### config.mk
export PLATFORM = sky130hd
export DESIGN_NAME = apb_bridge_sync
export DESIGN_NICKNAME = d
export VERILOG_FILES = /design/src/rtl/apb_bridge_pkg.sv /design/src/rtl/apb_bridge_wdog.sv /design/src/rtl/apb_bridge_sync.sv
export SDC_FILE = /design/constraint.sdc
export NUM_CORES = 1
export LEC_CHECK = 0
export BUFFER_PORTS_ARGS = -buffer_cell sky130_fd_sc_hd__buf_2
export CAP_MARGIN = 40
export CORE_ASPECT_RATIO = 0.7
export CORE_MARGIN = 10
export CORE_UTILIZATION = 51
export DETAILED_ROUTE_END_ITERATION = 12
export GPL_TIMING_DRIVEN = 1
export PLACE_DENSITY = 0.85
export SKIP_LAST_GASP = 1
export SLEW_MARGIN = 20
export SYNTH_ARGS = -nofsm -noshare
export SYNTH_HDL_FRONTEND = slang
export SYNTH_SLANG_ARGS = --single-unit
### constraint.sdc
create_clock -name PCLK -period 8.06 [get_ports PCLK]
set_input_delay 1.612 -clock PCLK [delete_from_list [all_inputs] [get_ports PCLK]]
set_output_delay 1.612 -clock PCLK [all_outputs]
set_load 0.05 [all_outputs]
### src/rtl/apb_bridge_pkg.sv
// ---------------------------------------------------------------
// apb_bridge_pkg : shared types and constants for the APB bridge
// Rev 1.0
// ---------------------------------------------------------------
`default_nettype none

package apb_bridge_pkg;

  localparam int SLOT_BITS = 4;

  typedef enum logic [1:0] {
    ST_IDLE   = 2'd0,
    ST_SETUP  = 2'd1,
    ST_ACCESS = 2'd2,
    ST_RESP   = 2'd3
  } state_e;

endpackage

`default_nettype wire

### src/rtl/apb_bridge_wdog.sv
// ---------------------------------------------------------------
// apb_bridge_wdog : counts stalled ACCESS cycles, flags expiry
// Rev 1.0
// ---------------------------------------------------------------
`default_nettype none

module apb_bridge_wdog #(
  parameter int TIMEOUT = 256
) (
  input  logic clk,
  input  logic rst,
  input  logic clear,
  input  logic count_en,
  output logic expired
);

  generate
    if (TIMEOUT == 0) begin : g_disabled
      logic unused_ok;
      assign unused_ok = ^{clk, rst, clear, count_en};
      assign expired   = 1'b0;
    end else begin : g_enabled
      localparam int CW = (TIMEOUT > 1) ? $clog2(TIMEOUT) : 1;

      logic [CW-1:0] cnt_q;
      logic [CW-1:0] cnt_d;

      always_comb begin
        cnt_d = cnt_q;
        if (clear) begin
          cnt_d = '0;
        end else if (count_en) begin
          cnt_d = cnt_q + CW'(1);
        end
      end

      always_ff @(posedge clk or posedge rst) begin
        if (rst) begin
          cnt_q <= '0;
        end else begin
          cnt_q <= cnt_d;
        end
      end

      // Fires on the TIMEOUT-th stalled cycle itself, so the abort lands right after it
      assign expired = count_en && (cnt_q == CW'(TIMEOUT - 1));
    end
  endgenerate

endmodule

`default_nettype wire

### src/rtl/apb_bridge_sync.sv
// ---------------------------------------------------------------
// apb_bridge_sync : single-clock APB-to-APB bridge with slot decode
// Rev 1.0
// ---------------------------------------------------------------
`default_nettype none

module apb_bridge_sync
  import apb_bridge_pkg::*;
#(
  parameter int AW      = 32,
  parameter int DW      = 32,
  parameter int NSLV    = 16,
  parameter int SEL_LSB = 24,
  parameter int TIMEOUT = 256
) (
  input  logic            PCLK,
  input  logic            PRESET,
  input  logic            PSEL_PM,
  input  logic            PENABLE_PM,
  input  logic [AW-1:0]   PADDR_PM,
  input  logic            PWRITE_PM,
  input  logic [DW-1:0]   PWDATA_PM,
  output logic [DW-1:0]   PRDATA_PM,
  output logic            PREADY_PM,
  output logic            PSLVERR_PM,
  output logic [NSLV-1:0] PSEL_SC,
  output logic [AW-1:0]   PADDR_SC,
  output logic            PWRITE_SC,
  output logic            PENABLE_SC,
  output logic [DW-1:0]   PWDATA_SC,
  input  logic [DW-1:0]   PRDATA_SC,
  input  logic            PREADY_SC,
  input  logic            PSLVERR_SC,
  output logic            TIMEOUT_EV
);

  state_e          state_q, state_d;
  logic [NSLV-1:0] psel_sc_q, psel_sc_d;
  logic            penable_sc_q, penable_sc_d;
  logic [AW-1:0]   paddr_sc_q, paddr_sc_d;
  logic [DW-1:0]   pwdata_sc_q, pwdata_sc_d;
  logic            pwrite_sc_q, pwrite_sc_d;
  logic            pready_pm_q, pready_pm_d;
  logic            pslverr_pm_q, pslverr_pm_d;
  logic [DW-1:0]   prdata_pm_q, prdata_pm_d;
  logic            timeout_ev_q, timeout_ev_d;

  logic [SLOT_BITS-1:0] w_slot;
  logic                 w_slot_hit;
  logic [NSLV-1:0]      w_onehot;
  logic                 w_expired;
  logic                 w_drop_sc;

  assign w_slot     = PADDR_PM[SEL_LSB +: SLOT_BITS];
  assign w_slot_hit = ({1'b0, w_slot} < (SLOT_BITS + 1)'(NSLV));

  always_comb begin
    w_onehot = '0;
    for (int i = 0; i < NSLV; i++) begin
      w_onehot[i] = (w_slot == SLOT_BITS'(i));
    end
  end

  apb_bridge_wdog #(
    .TIMEOUT (TIMEOUT)
  ) u_wdog (
    .clk      (PCLK),
    .rst      (PRESET),
    .clear    (state_q != ST_ACCESS),
    .count_en ((state_q == ST_ACCESS) && !PREADY_SC),
    .expired  (w_expired)
  );

  // The downstream output registers double as the transfer latches
  always_comb begin
    state_d      = state_q;
    psel_sc_d    = psel_sc_q;
    penable_sc_d = penable_sc_q;
    paddr_sc_d   = paddr_sc_q;
    pwdata_sc_d  = pwdata_sc_q;
    pwrite_sc_d  = pwrite_sc_q;
    pready_pm_d  = 1'b0;
    pslverr_pm_d = 1'b0;
    prdata_pm_d  = '0;
    timeout_ev_d = 1'b0;
    w_drop_sc    = 1'b0;

    case (state_q)
      ST_IDLE: begin
        if (PSEL_PM && PENABLE_PM) begin
          if (w_slot_hit) begin
            state_d     = ST_SETUP;
            psel_sc_d   = w_onehot;
            paddr_sc_d  = PADDR_PM;
            pwdata_sc_d = PWDATA_PM;
            pwrite_sc_d = PWRITE_PM;
          end else begin
            state_d      = ST_RESP;
            pready_pm_d  = 1'b1;
            pslverr_pm_d = 1'b1;
          end
        end
      end
      ST_SETUP: begin
        state_d      = ST_ACCESS;
        penable_sc_d = 1'b1;
      end
      ST_ACCESS: begin
        if (PREADY_SC) begin
          state_d      = ST_RESP;
          pready_pm_d  = 1'b1;
          pslverr_pm_d = PSLVERR_SC;
          prdata_pm_d  = pwrite_sc_q ? '0 : PRDATA_SC;
          w_drop_sc    = 1'b1;
        end else if (w_expired) begin
          state_d      = ST_RESP;
          pready_pm_d  = 1'b1;
          pslverr_pm_d = 1'b1;
          timeout_ev_d = 1'b1;
          w_drop_sc    = 1'b1;
        end
      end
      default: begin
        state_d = ST_IDLE;
      end
    endcase

    if (w_drop_sc) begin
      psel_sc_d    = '0;
      penable_sc_d = 1'b0;
      paddr_sc_d   = '0;
      pwdata_sc_d  = '0;
      pwrite_sc_d  = 1'b0;
    end
  end

  always_ff @(posedge PCLK or posedge PRESET) begin
    if (PRESET) begin
      state_q      <= ST_IDLE;
      psel_sc_q    <= '0;
      penable_sc_q <= 1'b0;
      paddr_sc_q   <= '0;
      pwdata_sc_q  <= '0;
      pwrite_sc_q  <= 1'b0;
      pready_pm_q  <= 1'b0;
      pslverr_pm_q <= 1'b0;
      prdata_pm_q  <= '0;
      timeout_ev_q <= 1'b0;
    end else begin
      state_q      <= state_d;
      psel_sc_q    <= psel_sc_d;
      penable_sc_q <= penable_sc_d;
      paddr_sc_q   <= paddr_sc_d;
      pwdata_sc_q  <= pwdata_sc_d;
      pwrite_sc_q  <= pwrite_sc_d;
      pready_pm_q  <= pready_pm_d;
      pslverr_pm_q <= pslverr_pm_d;
      prdata_pm_q  <= prdata_pm_d;
      timeout_ev_q <= timeout_ev_d;
    end
  end

  assign PSEL_SC    = psel_sc_q;
  assign PENABLE_SC = penable_sc_q;
  assign PADDR_SC   = paddr_sc_q;
  assign PWDATA_SC  = pwdata_sc_q;
  assign PWRITE_SC  = pwrite_sc_q;
  assign PREADY_PM  = pready_pm_q;
  assign PSLVERR_PM = pslverr_pm_q;
  assign PRDATA_PM  = prdata_pm_q;
  assign TIMEOUT_EV = timeout_ev_q;

endmodule

`default_nettype wire

==> results.json <==
{
  "gp_routability_congestion": 0.8112,
  "main_combinational_cell_family_by_area_after_synthesis": "multiplexers",
  "detail_route.wirelength_um": 14760,
  "drive_gt1_share_pct": 39.94,
  "gr-usage-all-layers_pct": 19.75,
  "source_of_the_worst_hold_timing_path": "PENABLE_SC",
  "max-cap-violations": 0,
  "n_fill_cell": 697,
  "rr_endpoint": "PADDR_SC[12]",
  "first_global_vias": 4417,
  "tritoncts": "done",
  "hold_violations": 0,
  "hold_path.class": "reg2reg",
  "io_pins": 220,
  "mostFrequentLayoutCells": "buf_2, dfrtp_1, a21oi_1, mux2i_1, and2_1",
  "r2r_slack_ns": 6.10,
  "finalSetupTns_ns": 0,
  "postCtsResizedCells": 0,
  "cts-htree-levels": 4,
  "route.detailed.drc": 0,
  "most_common_library_cell_in_the_layout_ignoring_fill_and_taps": "buf_2",
  "grt_max_degree": 87,
  "synth_async_sr_flop_share_pct": 100.0,
  "leakage_nw": 3.811,
  "relSlewSlack_pct": 61.53,
  "core_region_area_um2": 9834,
  "synth-main-ff-cell": "dfrtp_1",
  "slowest_delay_ns": 0.40,
  "setup_viol": 0,
  "fp.dieW_um": 140.9,
  "synth_compound_area_share_pct": 9.923,
  "powerDensity_nw_per_um2": 406.7,
  "worstPathBufferInverterCount": 1,
  "sequential_area_share_after_synthesis_pct": 60.88,
  "syn-instance-count": 434,
  "critical_path.cell_chain": "buf_2",
  "timing.clock.skew_ns": 0.008750,
  "syn_nets": 541,
  "worst-endpoint-arrival_ns": 1.09,
  "drt_pass1_iterations": 4,
  "hold_buffers": 0,
  "vdd_drop_max_v": 0.0001701,
  "outcome": "completed",
  "synthAdderAreaFrac_pct": 0.9588,
  "die_area_um2": 14750,
  "timing.critical_path.slowest_stage_cell": "dfrtp_1",
  "post_drt_wl_per_cell_um": 18.71,
  "grt_antenna_before_repair": 0,
  "yosys.cell_types.count": 33,
  "finish.cell_count_without_fillers": 789,
  "synth-edff-count": 0,
  "clkLatencyLatePin_ns": 0.40,
  "overall_die_height_um": 104.6,
  "placementRows": 30,
  "syn-mean-instance-area_um2": 12.03,
  "unrepaired_setup_endpoints_after_global_routing": "false",
  "critPathRequiredTime_ns": 6.45,
  "io_buffers": 219,
  "fin_area_um2": 7052,
  "seqCellArea_um2": 3178,
  "postCtsSetupRepairBufs": 0,
  "antenna_cells": 0,
  "setup.worst_path.class": "reg2out",
  "start_util_pct": 53.08,
  "dpl.hpwl_um": 10930,
  "total_power_consumption_mw": 2.868,
  "min_period_over_period_pct": 33.51,
  "yosys.area_share.xor_xnor_pct": 0.6711,
  "synth-seq-cells": 127,
  "delay_heaviest_family_cp": "flip-flops",
  "finalWorstPathRequiredPeriod_ns": 2.701,
  "placed_cell_area_um2": 6424,
  "multiInputGateArea_um2": 1856,
  "cts-buffers-inserted": 17,
  "synth.cell_area_um2": 5220,
  "reg2reg_from": "state_q[0]",
  "cts_num_sinks": 127,
  "final_max_slew_viol_count": 0,
  "clk_transition_reported_paths_ns": 0.05,
  "cts_root_buffer": "clkbuf_16",
  "min_path_cells": 2,
  "dp.cells": 756,
  "nNetsFinal": 755,
  "via_per_inst": 5.270,
  "grt_first_pass_wirelength_um": 23610,
  "number_of_warnings_reported_in_the_yosys_synthesis_log": 0,
  "achievable-frequency_mhz": 370.3,
  "grt_overflow": 0,
  "cts.path.max_buffers": 2,
  "r2r_cells": 6,
  "worst_pin_slew_ns": 0.5770,
  "timing.critical_path.fanout_max": 3,
  "post_synthesis_share_of_cell_area_spent_on_and_or_nand_and_nor_gates_pct": 10.79,
  "synth_mux_area_share_pct": 12.85,
  "start_kind": "flip-flop",
  "first_iter_violations": 355,
  "area_growth_pct": 35.09,
  "element_type_at_the_critical_path_end": "output port",
  "route.antenna.remaining_nets": 0,
  "num_vias": 4158,
  "min_delay_worst_endpoint": "PENABLE_SC"
}
-- power by group --
group          internal (mW)  switching, mW  total (mW)
Sequential             0.806         0.0874       0.893
Combinational          0.297          0.913        1.21
Clock                  0.501          0.263       0.765
-- worst max-delay path by stage --
stage,cells past startpoint,start,to
5_1_grt,5,PREADY_SC,PRDATA_PM[15]
2_1_floorplan,1,PRESET,PADDR_SC[0]
6_report,1,PWRITE_SC,PWRITE_SC
3_5_place_dp,5,PREADY_SC,PRDATA_PM[27]
4_1_cts,1,PWRITE_SC,PWRITE_SC
3_3_place_gp,4,PREADY_SC,PRDATA_PM[28]
-- sequential cells by signal, indices dropped and copies added, names as in the netlist --
name                    flops
PREADY_PM                   1
PWDATA_SC                  32
PENABLE_SC                  1
PADDR_SC                   32
TIMEOUT_EV                  1
PWRITE_SC                   1
state_q                     2
PRDATA_PM                  32
u_wdog.g_enabled.cnt_q      8
PSEL_SC                    16
PSLVERR_PM                  1
-- cell usage after synthesis (5+ instances only) --
master | n | area share (%)
dfrtp_1 | 127 | 61
a21oi_1 | 72 | 6.9
mux2i_1 | 67 | 13
and2_1 | 33 | 4.0
nand2_1 | 18 | 1.3
a22oi_1 | 15 | 2.2
buf_4 | 15 | 2.2
clkbuf_1 | 13 | 0.93
nand3_1 | 12 | 1.2
nor2_1 | 10 | 0.72
nand4_1 | 7 | 0.84
buf_2 | 5 | 0.48
nor2b_1 | 5 | 0.60
-- cell families (layout without fill, tap and decap cells) --
logic type      Yosys count  count (layout)
flops                   127             127
simple gates            100             100
compound gates           94              94
mux                      67              67
buf+inv                  38             265
fa+ha+maj                 4               4
xor+xnor                  4               4
-- stage by stage --
| step | hold WS, ns | utilization, % | worst slack, ns |
|---|---|---|---|
| after detailed placement | 0.5204 | 65.32 | 5.117 |
| after global routing | 0.5468 | 71.70 | 5.329 |
| after global placement | 0.5044 | 64.48 | 4.893 |
| after floorplan | 0.5038 | - | 3.064 |
| after CTS | 0.5305 | 71.42 | 5.344 |
| final | 0.5241 | 71.70 | 5.359 |
-- metal layers --
layer / vias up / GRT usage, % / wire length (µm)
met4: 0 / 5.515 / 138
met2: 194 / 32.06 / 7117
met5: - / 0 / 0
li1: 1954 / - / -
met1: 1997 / 21.46 / 5571
met3: 13 / 11.67 / 1937
-- cell type report --
cell class              count  area share, %
well taps                 128          2.271
multi-input cells         269          26.31
flip-flops and latches    127          45.07
repair buffers            228          17.53
clock inverters            10          1.934
inverters                   5         0.3016
clock buffers              22          6.583
(Power assumes the default switching activity.)
